==> src/rtl/tcb_lib_multiplexer_pkg.sv <==
// Shared types for the TCB multiplexer slice.
//   tcb_arb_t : arbitration mode (round-robin or fixed priority, index 0 highest)
//   tcb_req_t : request payload carried alongside vld
//   tcb_rsp_t : response payload returned TCB_DLY cycles after the handshake
//   TCB_DLY   : response delay of the bus, taken from the interface configuration
package tcb_lib_multiplexer_pkg;

  typedef enum logic {TCB_ARB_RR, TCB_ARB_FIX} tcb_arb_t;

  localparam int unsigned TCB_DLY = 1;

  typedef struct packed {
    logic        lck;  // keep the bus for the next transfer of this manager
    logic        wen;
    logic [3:0]  ben;
    logic [31:0] adr;
    logic [31:0] wdt;
  } tcb_req_t;

  typedef struct packed {
    logic [31:0] rdt;
    logic        err;
  } tcb_rsp_t;

endpackage

==> src/rtl/tcb_lib_multiplexer_arbiter.sv <==
// Combinational grant selection for the TCB multiplexer.
//   i_req      : per-manager vld
//   i_ptr      : round-robin start index (ignored in fixed mode)
//   i_ovr      : force the grant to i_ovr_gnt (bus lock or stalled transfer)
//   i_ovr_gnt  : forced grant index
//   i_last_gnt : grant kept when nobody requests
//   o_gnt      : selected index
module tcb_lib_multiplexer_arbiter
  import tcb_lib_multiplexer_pkg::*;
#(
  parameter int unsigned IFN = 3,
  parameter tcb_arb_t    ARB = TCB_ARB_RR,
  parameter int unsigned IFL = (IFN > 1) ? $clog2(IFN) : 1
)(
  input  logic [IFN-1:0] i_req,
  input  logic [IFL-1:0] i_ptr,
  input  logic           i_ovr,
  input  logic [IFL-1:0] i_ovr_gnt,
  input  logic [IFL-1:0] i_last_gnt,
  output logic [IFL-1:0] o_gnt
);

  logic [IFL-1:0] w_start;

  // Fixed priority is round-robin with the scan always starting at 0.
  assign w_start = (ARB == TCB_ARB_FIX) ? '0 : i_ptr;

  // Rotate-and-find-first: scan IFN slots from w_start with wrap.
  // With IFN=1 this collapses to a constant 0.
  always_comb begin : p_pick
    int   j;
    logic found;
    j     = 0;
    found = 1'b0;
    o_gnt = i_last_gnt;
    if (i_ovr) begin
      o_gnt = i_ovr_gnt;
    end else begin
      for (int k = 0; k < int'(IFN); k++) begin
        j = int'(w_start) + k;
        if (j >= int'(IFN)) j = j - int'(IFN);
        if (!found && i_req[j]) begin
          o_gnt = j[IFL-1:0];
          found = 1'b1;
        end
      end
    end
  end

endmodule

==> src/rtl/tcb_lib_multiplexer.sv <==
// N-to-1 TCB multiplexer: IFN managers share one subordinate.
//   clk, rst   : clock, synchronous active-high reset
//   i_sub_vld/i_sub_req/o_sub_rdy/o_sub_rsp : manager-facing ports, one per manager
//   o_man_vld/o_man_req/i_man_rdy/i_man_rsp : port to the shared subordinate
//   o_gnt      : current grant index (monitor)
// Requests pass through combinationally; responses are steered back to the
// issuer TCB_DLY cycles after its handshake.
module tcb_lib_multiplexer
  import tcb_lib_multiplexer_pkg::*;
#(
  parameter int unsigned IFN = 3,
  parameter tcb_arb_t    ARB = TCB_ARB_RR,
  parameter int unsigned IFL = (IFN > 1) ? $clog2(IFN) : 1
)(
  input  logic                clk,
  input  logic                rst,
  input  logic     [IFN-1:0] i_sub_vld,
  input  tcb_req_t [IFN-1:0] i_sub_req,
  output logic     [IFN-1:0] o_sub_rdy,
  output tcb_rsp_t [IFN-1:0] o_sub_rsp,
  output logic                o_man_vld,
  output tcb_req_t            o_man_req,
  input  logic                i_man_rdy,
  input  tcb_rsp_t            i_man_rsp,
  output logic     [IFL-1:0] o_gnt
);

  localparam int unsigned DLY = TCB_DLY;

  logic [IFL-1:0] r_ptr, r_lck_gnt, r_gnt;
  logic           r_lck_own, r_hold;
  logic [IFL-1:0] w_arb_gnt, w_gnt, w_rsp_sel;
  logic           w_hs, w_rsp_vld;

  // A lock outranks a stalled transfer; both pin the grant.
  tcb_lib_multiplexer_arbiter #(.IFN(IFN), .ARB(ARB), .IFL(IFL)) u_arb (
    .i_req      (i_sub_vld),
    .i_ptr      (r_ptr),
    .i_ovr      (r_lck_own | r_hold),
    .i_ovr_gnt  (r_lck_own ? r_lck_gnt : r_gnt),
    .i_last_gnt (r_gnt),
    .o_gnt      (w_arb_gnt)
  );

  assign w_gnt     = rst ? '0 : w_arb_gnt;
  assign o_gnt     = w_gnt;
  assign o_man_vld = ~rst & i_sub_vld[w_gnt];
  assign o_man_req = i_sub_req[w_gnt];
  assign w_hs      = o_man_vld & i_man_rdy;

  always_comb begin
    o_sub_rdy = '0;
    if (!rst) o_sub_rdy[w_gnt] = i_man_rdy;
  end

  always_ff @(posedge clk) begin
    if (rst) begin
      r_ptr     <= '0;
      r_gnt     <= '0;
      r_hold    <= 1'b0;
      r_lck_own <= 1'b0;
      r_lck_gnt <= '0;
    end else begin
      r_gnt  <= w_gnt;
      r_hold <= o_man_vld & ~i_man_rdy;
      if (w_hs) begin
        if (o_man_req.lck) begin
          // ptr is left alone so the rotation resumes where it was once unlocked
          r_lck_own <= 1'b1;
          r_lck_gnt <= w_gnt;
        end else begin
          r_lck_own <= 1'b0;
          if (ARB == TCB_ARB_RR)
            r_ptr <= (w_gnt == IFL'(IFN-1)) ? '0 : w_gnt + 1'b1;
        end
      end
    end
  end

  // Response steering: remember who handshook, DLY cycles deep.
  generate
    if (DLY == 0) begin : g_nodly
      assign w_rsp_vld = w_hs;
      assign w_rsp_sel = w_gnt;
    end else begin : g_dly
      logic [DLY-1:0]          r_dly_vld;
      logic [DLY-1:0][IFL-1:0] r_dly_sel;
      always_ff @(posedge clk) begin
        if (rst) begin
          r_dly_vld <= '0;
          r_dly_sel <= '0;
        end else begin
          r_dly_vld[0] <= w_hs;
          r_dly_sel[0] <= w_gnt;
          for (int i = 1; i < int'(DLY); i++) begin
            r_dly_vld[i] <= r_dly_vld[i-1];
            r_dly_sel[i] <= r_dly_sel[i-1];
          end
        end
      end
      assign w_rsp_vld = r_dly_vld[DLY-1];
      assign w_rsp_sel = r_dly_sel[DLY-1];
    end
  endgenerate

  always_comb begin
    o_sub_rsp = '0;
    if (w_rsp_vld && !rst) o_sub_rsp[w_rsp_sel] = i_man_rsp;
  end

endmodule

==> config.mk <==
export PLATFORM = sky130hd
export DESIGN_NAME = tcb_lib_multiplexer
export DESIGN_NICKNAME = d
export VERILOG_FILES = /design/src/rtl/tcb_lib_multiplexer_pkg.sv /design/src/rtl/tcb_lib_multiplexer_arbiter.sv /design/src/rtl/tcb_lib_multiplexer.sv
export SDC_FILE = /design/constraint.sdc
export NUM_CORES = 1
export LEC_CHECK = 0
export ABC_AREA = 1
export CAP_MARGIN = 20
export CORE_AREA = 2 2 163 165
export CTS_CLUSTER_SIZE = 12
export DETAILED_ROUTE_END_ITERATION = 10
export DIE_AREA = 0 0 165 167
export SYNTH_ARGS = -nofsm -noshare
export SYNTH_HDL_FRONTEND = slang
export SYNTH_SLANG_ARGS = --single-unit
==> constraint.sdc <==
create_clock -name clk -period 3 [get_ports clk]
set_input_delay 0.3 -clock clk [delete_from_list [all_inputs] [get_ports clk]]
set_output_delay 0.3 -clock clk [all_outputs]
set_load 0.05 [all_outputs]
==> impl_metrics.py, run 1 <==
metrics = {
    "clock_tree": {
        "cts.hold.buffers_added": 0,
        "path_clk_slew_ns": 0.04,
        "root_buffer": "clkbuf_16",
        "cts_tree": "yes",
        "cts_buffers": 3,
        "ctsHtreeMaxLevel": 1,
        "cts.sinks": 9,
        "clock_latency_ns": 0.23,
        "cts_buffer_depth": 2,
    },
    "layout": {
        "fin_nets": 1245,
        "n_fill_cell": 2695,
        "drive_gt1_share_pct": 34.7,
        "syn2layout_area_growth_pct": 256,
        "n_antenna_cell": 0,
        "final_util_pct": 33.9,
    },
    "routing": {
        "antenna_left": 0,
        "avgRoutedWirePerCell_um": 16.1,
        "avgViaCountPerCell": 4.00,
        "drc": 0,
        "drtIter0Drc": 150,
        "firstDrtPassIters": 4,
        "routed_wirelength_mm": 21.3,
        "via_count": 5312,
    },
    "global_routing": {
        "grt_usage_pct": 13.5,
        "grt_max_degree": 44,
        "grt_pass1_vias": 5018,
        "grt_pass1_wl_mm": 28.3,
        "antenna_found_initial": 0,
        "grt.overflow.total": 0,
    },
    "setup_path": {
        "critPathKind": "flip-flop to primary output",
        "worstSetupEndpointType": "primary output",
        "crit_arrival_ns": 2.77,
        "start_kind": "flip-flop",
        "path_max_fanout": 8,
        "crit_required_ns": 2.70,
    },
    "run_status": {
        "violations": "setup timing",
        "status": "complete, but fails checks",
    },
    "synth": {
        "syn_inst": 541,
        "ys_ff_latch": 9,
        "synth_nets": 792,
        "syn_area_um2": 2450,
        "yosysSeqAreaShare_pct": 7.34,
        "yosysWarnings": 0,
        "syn_area_per_cell_um2": 4.54,
        "yosys.cell_types.count": 25,
    },
    "power_and_ir_drop": {
        "irDropWorstVdd_mv": 0.394,
        "p_total_mw": 8.22,
        "p_per_area_nw_per_um2": 942,
        "static-leakage-power_nw": 3.92,
    },
    "sta": {
        "final_max_slew_viol_count": 0,
        "fmax_mhz": 325,
        "rsz0062_at_grt": "yes",
        "fin_crit_sh_pct": 102,
        "relSlewSlack_pct": 66.0,
        "tightest_slew_ns": 0.508,
        "setup_slack_ns": -0.0738,
        "fin_worst_skew_ns": 0.00116,
        "hold_viol": 0,
        "min_period_ns": 3.07,
        "setup_viol": 6,
    },
    "placed_design": {
        "hpwl_mm": 17.6,
        "place_congestion": 0.904,
        "port_buffers": 423,
    },
    "min_path": {
        "hp-class": "flip-flop to flip-flop",
    },
    "die": {
        "num_rows": 59,
        "io-pin-count": 424,
        "initial_utilization_pct": 9.52,
        "die-height_um": 167,
        "dieArea_um2": 27600,
        "die_x_um": 165,
        "coreArea_um2": 25800,
    },
    "flow_run": {
        "max_cap_violations": 0,
    },
}
-- placed cells by master (no fill, tap or decap) --
cell type          n
clkdlybuf4s50_1  263
nand3_1           16
inv_2              6
a22oi_2           17
buf_4            126
nor3_1             1
inv_4              2
nand3_4            2
buf_6              3
nand3_2           38
nand2_4            6
nand4_2            1
buf_8              2
nor2_2             2
dfxtp_1            7
bufbuf_16          1
o21ai_0            4
o21ai_2            1
nor2_1           114
nand2_1          208
a22oi_1           14
inv_6              1
a21oi_1            1
nand2_2           39
nor2_4             2
nand3b_1           1
a31oi_1            2
clkbuf_16          5
o21bai_1           1
clkbuf_1           1
dfxtp_4            2
buf_12            84
a21oi_4            1
ha_4               2
clkinv_1           1
inv_1             14
nor3_2             2
-- layout make-up --
| class | count | area (µm²) | share of cell area (%) |
|---|---|---|---|
| repair buffers | 481 | 5410 | 62.0 |
| multi-input cells | 475 | 2530 | 29.0 |
| well taps | 335 | 419 | 4.80 |
| flip-flops and latches | 9 | 188 | 2.15 |
| inverters | 24 | 100 | 1.15 |
| clock buffers | 4 | 78.8 | 0.903 |
-- sequential cells by signal (all words and copies together) (netlist names) --
name,flops
g_dly.r_dly_sel,2
r_lck_gnt,2
r_ptr,2
g_dly.r_dly_vld,1
r_hold,1
r_lck_own,1
-- stage by stage --
stage	hold WS, ns	setup WS, ns	instance area, µm²	instances	setup TNS, ns
3_3_place_gp	0.474	-0.123	7920	1308	-0.240
4_1_cts	0.488	-0.0438	8210	1320	-0.230
2_1_floorplan	0.372	-0.00362	2460	541	-0.0362
5_1_grt	0.504	-0.202	8730	1328	-6.92
3_5_place_dp	0.479	-0.0937	7920	1308	-0.185
6_report	0.487	-0.0738	8730	1328	-0.138
-- synth_stat cells (all sizes together) --
cell type	number	share of area, %
a21oi	2	0.87
a22oi	31	9.5
a31oi	2	0.51
buf	12	2.3
clkbuf	21	3.2
clkinv	1	0.15
dfxtp	9	7.3
ha	2	1.0
inv	23	3.5
nand2	253	39
nand3	56	11
nand3b	1	0.31
nand4	1	0.51
nor2	118	18
nor3	3	0.61
o21ai	5	1.0
o21bai	1	0.31
-- layer usage --
layer,track usage (%),vias up,wire length [µm]
li1,-,2619,-
met3,2.81,14,1770
met4,2.46,0,255
met5,0,-,0
met2,25.3,296,10900
met1,15.6,2383,8400
-- cells by family (layout without fill, tap and decap cells) --
group	after synthesis	count (layout)	share of synthesized area (%)
AND/OR/NAND/NOR	432	432	70.2
buffers and inverters	57	509	9.23
AO/OA/AOI/OAI	41	41	12.2
flip-flops	9	9	7.34
adder cells (fa/ha/maj)	2	2	1.02
-- worst max-delay path, stage by stage, from the launching register on --
cell and delay, ns:
dfxtp_4 0.36, inv_2 0.07, ha_4 0.17, inv_2 0.08, nand2_1 0.08, nand3_2 0.10, nand2_4 0.11, nand2_2 0.05
nand2_1 0.05, nand2_1 0.05, nand2_1 0.07, nand2_2 0.07, a21oi_4 0.17, inv_4 0.07, nand2_4 0.09, inv_6 0.05
buf_12 0.14, buf_12 0.14, buf_12 0.13, a22oi_2 0.21, nand2_2 0.10, buf_12 0.16
-- final timing paths --
path / to / start / cells after the start / slack, ns
setup reg to reg: r_ptr[1]$_SDFFE_PP0P_ / r_ptr[1]$_SDFFE_PP0P_ / 22 / 0.40
hold reg to reg: r_lck_gnt[1]$_SDFFE_PP0P_ / r_lck_gnt[1]$_SDFFE_PP0P_ / 2 / 0.49
hold / removal: r_lck_gnt[1]$_SDFFE_PP0P_ / r_lck_gnt[1]$_SDFFE_PP0P_ / 2 / 0.49
setup / recovery: o_man_req[49] / r_ptr[1]$_SDFFE_PP0P_ / 21 / -0.07
-- report_power, final --
| group | leakage [nW] | switching, mW | total, mW | internal [mW] |
|---|---|---|---|---|
| combinational | 3.81 | 4.37 | 7.81 | 3.44 |
| sequential | 0.0753 | 0.0190 | 0.167 | 0.148 |
| clock | 0.0382 | 0.0592 | 0.237 | 0.178 |
| total | 3.92 | 4.45 | 8.22 | 3.76 |
-- timing repair --
item / CTS / global route
buffers inserted: 7 / 6
pin swaps: 13 / 26
cloned: 1 / 2
resized for setup: 33 / 101
endpoints found under the setup margin: 70 / 70
(Power assumes the default switching activity.)
==> run 2: changes to the inputs <==
--- a/config.mk
+++ b/config.mk
@@ -8,6 +8,7 @@
 export ABC_AREA = 1
 export CAP_MARGIN = 20
 export CORE_AREA = 2 2 163 165
+export CTS_BUF_LIST = sky130_fd_sc_hd__clkbuf_16
 export CTS_CLUSTER_SIZE = 12
 export DETAILED_ROUTE_END_ITERATION = 10
 export DIE_AREA = 0 0 165 167
==> constraint.sdc (replaced) <==
create_clock -name clk -period 3.1 [get_ports clk]
set_input_delay 0.31 -clock clk [delete_from_list [all_inputs] [get_ports clk]]
set_output_delay 0.31 -clock clk [all_outputs]
set_load 0.05 [all_outputs]
==> run 2 against run 1 <==
  * The flow now finishes without violations
  * Highest routed layer unchanged
  * Power decreased by 9.7%
  * Combinational power decreased by 9.9%
  * Register-to-register slack improved by 0.07 ns
  * Sequential power decreased by 4%
  * Utilization decreased by 1.8 points
  * Design area decreased by 5.2%
==> impl_metrics.py, run 2 (synthesis gave the netlist of run 1 again) <==
metrics = {
    "setup_path": {
        "path_max_fanout": 8,
        "crit_chain": "inv_2, ha_4, inv_4, nand2_2, nand3_2, nand2_2, nand2_2, nand2_1, nand2_1, nand2_1, nand2_2, a21oi_4, buf_6, nor2_4, buf_12, buf_12, clkbuf_16, a22oi_2, nand2_2, buf_12",
        "critical_path.slowest_cell": "dfxtp_4",
        "critPathKind": "flip-flop to primary output",
        "crit_required_ns": 2.79,
        "start_kind": "flip-flop",
        "cpMostUsedCell": "nand2_2",
        "r2r_cells": 21,
        "worstSetupEndpointType": "primary output",
        "crit_arrival_ns": 2.73,
        "max_stage_delay_ns": 0.36,
    },
    "routing": {
        "dr_wl_met2_mm": 10.2,
        "wl_met1_mm": 7.76,
        "antenna_left": 0,
        "top_layer": "met4",
        "drc": 0,
        "firstDrtPassIters": 4,
        "routed_wirelength_mm": 20.2,
        "avgViaCountPerCell": 3.96,
        "avgRoutedWirePerCell_um": 15.5,
        "dr_wl_met3_mm": 1.71,
        "via_count": 5158,
        "drtIter0Drc": 161,
    },
    "clock_tree": {
        "cts_buffers": 3,
        "cts.sinks": 9,
        "ctsHtreeMaxLevel": 1,
        "cts_tree": "yes",
        "clock_latency_ns": 0.23,
        "path_clk_slew_ns": 0.04,
        "cts_buffer_depth": 2,
        "root_buffer": "clkbuf_16",
        "cts.hold.buffers_added": 0,
    },
    "layout": {
        "final_util_pct": 32.1,
        "n_fill_cell": 2769,
        "fin_nets": 1221,
        "top_regs": "g_dly.r_dly_sel (2), r_lck_gnt (2), r_ptr (2)",
        "instances_no_fill": 1304,
        "final_cell_mix": "263 x clkdlybuf4s50_1, 231 x nand2_1, 115 x nor2_1, 104 x buf_4, 82 x buf_12",
        "n_antenna_cell": 0,
        "drive_gt1_share_pct": 27.6,
        "syn2layout_area_growth_pct": 237,
        "final_cell_area_um2": 8270,
        "final_common_cell": "clkdlybuf4s50_1",
    },
    "global_routing": {
        "grt_pass1_wl_mm": 26.8,
        "grt_pass1_vias": 4966,
        "grt.overflow.total": 0,
        "grt_usage_pct": 12.5,
        "antenna_found_initial": 0,
        "grt_max_degree": 42,
    },
    "sta": {
        "min_period_ns": 3.04,
        "relSlewSlack_pct": 66.1,
        "rsz0062_at_grt": "yes",
        "whs_ns": 0.488,
        "hold_viol": 0,
        "tightest_slew_ns": 0.507,
        "final_max_slew_viol_count": 0,
        "fmax_mhz": 328,
        "setup_viol": 0,
        "fin_crit_sh_pct": 98.2,
        "fin_worst_skew_ns": 0.00261,
        "setup_slack_ns": 0.0557,
        "setup_tns_ns": 0,
    },
    "placed_design": {
        "place_congestion": 0.827,
        "placedCellCount": 1283,
        "hpwl_mm": 16.6,
        "place_ws_ns": 0.0510,
        "place_area_um2": 7710,
        "port_buffers": 423,
    },
    "die": {
        "die-height_um": 167,
        "num_rows": 59,
        "die_x_um": 165,
        "io-pin-count": 424,
        "coreArea_um2": 25800,
        "initial_utilization_pct": 9.52,
        "dieArea_um2": 27600,
    },
    "power_and_ir_drop": {
        "p_per_area_nw_per_um2": 898,
        "static-leakage-power_nw": 3.64,
        "p_total_mw": 7.42,
        "irDropWorstVdd_mv": 0.491,
    },
    "min_path": {
        "hp-class": "flip-flop to flip-flop",
        "hold-path-cell-count": 2,
    },
    "run_status": {
        "status": "finished clean",
    },
    "flow_run": {
        "max_cap_violations": 0,
    },
}
run 2: cell types whose count changed in the layout (fill, tap and decap cells not counted), moves of 4 or more:
| cell | delta |
|---|---|
| nand3_1 | +33 |
| nand2_4 | -4 |
| nand2_2 | -19 |
| inv_2 | +4 |
| nand3_2 | -31 |
| buf_4 | -22 |
| nand2_1 | +23 |
run 2: path summary, 6_finish.rpt:
check	from	to	slack, ns
max	r_ptr[0]$_SDFFE_PP0P_	o_man_req[31]	0.06
min	r_lck_gnt[1]$_SDFFE_PP0P_	r_lck_gnt[1]$_SDFFE_PP0P_	0.49
max reg2reg	r_ptr[0]$_SDFFE_PP0P_	r_ptr[1]$_SDFFE_PP0P_	0.47
min reg2reg	r_lck_gnt[1]$_SDFFE_PP0P_	r_lck_gnt[1]$_SDFFE_PP0P_	0.49
run 2: layout make-up:
type / count / area (µm²) / area share (%)
Timing Repair Buffer: 457 / 5210 / 63.1
Sequential cell: 9 / 188 / 2.27
Multi-Input combinational cell: 475 / 2270 / 27.5
Tap cell: 335 / 419 / 5.07
Clock buffer: 3 / 75.1 / 0.908
Clock inverter: 1 / 3.75 / 0.0454
Inverter: 24 / 95.1 / 1.15
run 2: metal layers:
metal	GRT usage, %	vias up
li1	-	2576
met1	13.7	2265
met2	23.5	291
met3	2.64	26
met4	4.08	0
met5	0	-
run 2: worst max-delay path, delay by kind of cell (launching register included):
kind | cells | cell delay (ns)
AO/OA/AOI/OAI | 2 | 0.37
buffers and inverters | 7 | 0.79
AND/OR/NAND/NOR | 10 | 0.65
adder cells (fa/ha/maj) | 1 | 0.29
flip-flops | 1 | 0.36
run 2: what timing repair did:
action / 4_1_cts / 5_1_grt
buffers inserted: 2 / 10
endpoints found under the setup margin: 24 / 71
endpoints found under the hold margin: 0 / 0
cloned: 0 / 6
gates resized for setup: 7 / 58
pin swaps: 0 / 29
run 2: where the power goes:
group | internal [mW] | switching, mW
registers | 0.143 | 0.0182
logic | 3.01 | 4.03
clock network | 0.168 | 0.0524
==> run 3: changes to the inputs <==
--- a/config.mk
+++ b/config.mk
@@ -7,11 +7,15 @@
 export LEC_CHECK = 0
 export ABC_AREA = 1
 export CAP_MARGIN = 20
-export CORE_AREA = 2 2 163 165
+export CELL_PAD_IN_SITES_DETAIL_PLACEMENT = 0
+export CELL_PAD_IN_SITES_GLOBAL_PLACEMENT = 2
+export CORE_AREA = 2 2 165 167
 export CTS_BUF_LIST = sky130_fd_sc_hd__clkbuf_16
 export CTS_CLUSTER_SIZE = 12
 export DETAILED_ROUTE_END_ITERATION = 10
-export DIE_AREA = 0 0 165 167
+export DIE_AREA = 0 0 167 169
+export HOLD_SLACK_MARGIN = 0.06
+export PLACE_DENSITY_LB_ADDON = 0.1
 export SYNTH_ARGS = -nofsm -noshare
 export SYNTH_HDL_FRONTEND = slang
 export SYNTH_SLANG_ARGS = --single-unit
==> run 3 against run 2 <==
  * Sequential power barely moved
  * Critical path type unchanged
  * Sequential share of layout area barely moved
  * Design area fell by 2.1%
  * Clock skew fell by 0.00057 ns
  * First-iteration DRC count fell by 31%
  * Largest power group unchanged
  * Combinational power fell by 2%
  * Clock-buffer cell count did not move
  * Flip-flop and latch count did not move
  * Fmax rose by 3.8%
==> impl_metrics.py, run 3 (synthesis gave the netlist of run 1 again) <==
metrics = {
    "clock_tree": {
        "ctsHtreeMaxLevel": 1,
        "cts_tree": "yes",
        "root_buffer": "clkbuf_16",
        "cts.sinks": 9,
        "cts_buffer_depth": 2,
        "cts_buffers": 3,
        "path_clk_slew_ns": 0.04,
        "cts.hold.buffers_added": 0,
        "clock_latency_ns": 0.23,
    },
    "power_and_ir_drop": {
        "irDropWorstVdd_mv": 0.400,
        "clockPowerShare_pct": 3.1,
        "static-leakage-power_nw": 3.65,
        "p_int_mw": 3.23,
        "switching_power_mw": 4.02,
        "seqPwrFrac_pct": 2.2,
        "pwr-share-comb_pct": 94.7,
        "p_per_area_nw_per_um2": 896,
        "switching_share_pct": 55.5,
    },
    "layout": {
        "final_util_pct": 30.5,
        "drive_gt1_share_pct": 26.3,
        "final_common_cell": "clkdlybuf4s50_1",
        "final_cell_mix": "248 x clkdlybuf4s50_1, 239 x nand2_1, 115 x nor2_1, 115 x buf_4, 82 x buf_12",
        "final_cell_area_um2": 8090,
        "syn2layout_area_growth_pct": 230,
        "fin_nets": 1214,
        "top_regs": "g_dly.r_dly_sel (2), r_lck_gnt (2), r_ptr (2)",
    },
    "routing": {
        "antenna_left": 0,
        "routed_wirelength_mm": 22.0,
        "avgRoutedWirePerCell_um": 16.9,
        "drtIter0Drc": 111,
        "via_count": 5014,
        "drc": 0,
        "firstDrtPassIters": 6,
        "avgViaCountPerCell": 3.84,
    },
    "global_routing": {
        "grt.overflow.total": 0,
        "met1_usage_pct": 14.2,
        "grt_usage_pct": 14.5,
        "antenna_found_initial": 8,
        "grt_max_degree": 34,
        "grt_pass1_wl_mm": 31.5,
        "busiest_layer": "met2",
        "use_met2_pct": 29.5,
        "met3_usage_pct": 5.54,
        "grt_pass1_vias": 4985,
    },
    "min_path": {
        "hold-path-cell-count": 2,
        "hp-class": "flip-flop to flip-flop",
    },
    "sta": {
        "setup_tns_ns": 0,
        "relSlewSlack_pct": 43.5,
        "min_period_ns": 2.93,
        "rsz0062_at_grt": "yes",
        "setup_slack_ns": 0.168,
        "hold_viol": 0,
        "tightest_slew_ns": 0.846,
        "fin_crit_sh_pct": 94.6,
        "fin_worst_skew_ns": 0.00204,
        "final_max_slew_viol_count": 0,
        "setup_viol": 0,
        "fmax_mhz": 341,
    },
    "placed_design": {
        "place_ws_ns": 0.0852,
        "hpwl_mm": 17.9,
        "port_buffers": 423,
        "place_area_um2": 7680,
        "place_congestion": 0.801,
    },
    "die": {
        "coreArea_um2": 26500,
        "initial_utilization_pct": 9.26,
        "die-height_um": 169,
        "num_rows": 60,
        "die_x_um": 167,
        "dieArea_um2": 28200,
        "io-pin-count": 424,
    },
    "setup_path": {
        "critical_path.slowest_cell": "dfxtp_4",
        "start_kind": "flip-flop",
        "crit_chain": "inv_1, ha_4, buf_4, nand2_1, nand3_1, nand2_2, nand3_2, nand2_1, nand2_2, a21oi_4, buf_6, nor2_4, buf_12, buf_16, a22oi_1, nand2_1, buf_12",
        "r2r_slack_ns": 0.38,
        "max_stage_delay_ns": 0.35,
        "r2r-end": "r_lck_gnt[0]$_SDFFE_PP0P_",
        "crit-reg2reg-launch": "r_ptr[0]$_SDFFE_PP0P_",
        "worstSetupEndpointType": "primary output",
        "path_max_fanout": 13,
        "crit_arrival_ns": 2.62,
        "r2r_cells": 21,
        "critPathLaunch": "r_ptr[0]$_SDFFE_PP0P_",
        "cpMostUsedCell": "nand2_1",
        "critPathKind": "flip-flop to primary output",
        "crit_path_end": "o_man_req[49]",
        "crit_required_ns": 2.79,
    },
    "flow_run": {
        "max_cap_violations": 0,
    },
    "run_status": {
        "status": "finished clean",
    },
}
run 3: area by class of cell:
cell class	count	area, µm²
inverter	24	92.6
sequential	9	185
clock inverter	1	3.75
timing repair buffer	450	5090
tap	341	427
multi-input combinational	475	2210
antenna	4	10.0
clock buffer	3	75.1
fill	2858	18400
run 3: how the worst min path moves through the flow:
stage                              start                   endpoint  slack, ns
2_1_floorplan                  i_man_rdy          r_hold$_SDFF_PP0_       0.38
3_3_place_gp   r_lck_gnt[0]$_SDFFE_PP0P_  r_lck_gnt[0]$_SDFFE_PP0P_       0.48
3_5_place_dp   r_lck_gnt[0]$_SDFFE_PP0P_  r_lck_gnt[0]$_SDFFE_PP0P_       0.48
4_1_cts        r_lck_gnt[0]$_SDFFE_PP0P_  r_lck_gnt[0]$_SDFFE_PP0P_       0.49
5_1_grt        r_lck_gnt[0]$_SDFFE_PP0P_  r_lck_gnt[0]$_SDFFE_PP0P_       0.54
6_report       r_lck_gnt[0]$_SDFFE_PP0P_  r_lck_gnt[0]$_SDFFE_PP0P_       0.48
run 3: worst max-delay path, delay by kind of cell, from the launching register on:
family / cells / cell delay, ns
AOI/OAI and AO/OA: 2 / 0.33
buffers and inverters: 6 / 0.78
and+or+nand+nor: 8 / 0.65
adders and majority gates: 1 / 0.26
DFF: 1 / 0.35
run 3: repair_timing:
item / in CTS / in global routing
gates cloned: 3 / 1
gates resized for setup: 9 / 35
setup buffers: 3 / 4
setup endpoints to repair: 44 / 71
pin swaps: 2 / 8
run 3: through the flow:
stage | power (mW) | cells | hold slack, ns
CTS | 7.25 | 1299 | 0.489
finish | 7.25 | 1307 | 0.479
floorplan | 3.34 | 541 | 0.382
global route | 7.60 | 1306 | 0.536
detailed placement | 6.79 | 1289 | 0.480
global placement | 6.85 | 1289 | 0.481
run 3: power groups by stage:
stage	Clock, mW	Combinational, mW	Sequential [mW]
global placement	0	6.69	0.158
floorplan	0	3.19	0.154
CTS	0.228	6.86	0.158
global route	0.236	7.21	0.163
detailed placement	0	6.63	0.159
finish	0.223	6.87	0.159
run 3: metal layers:
layer  vias up  routed length, µm
met2       240              12400
met4         4                136
met1      2198               7300
met3        12               2200
li1       2560                  -
met5         -                 27
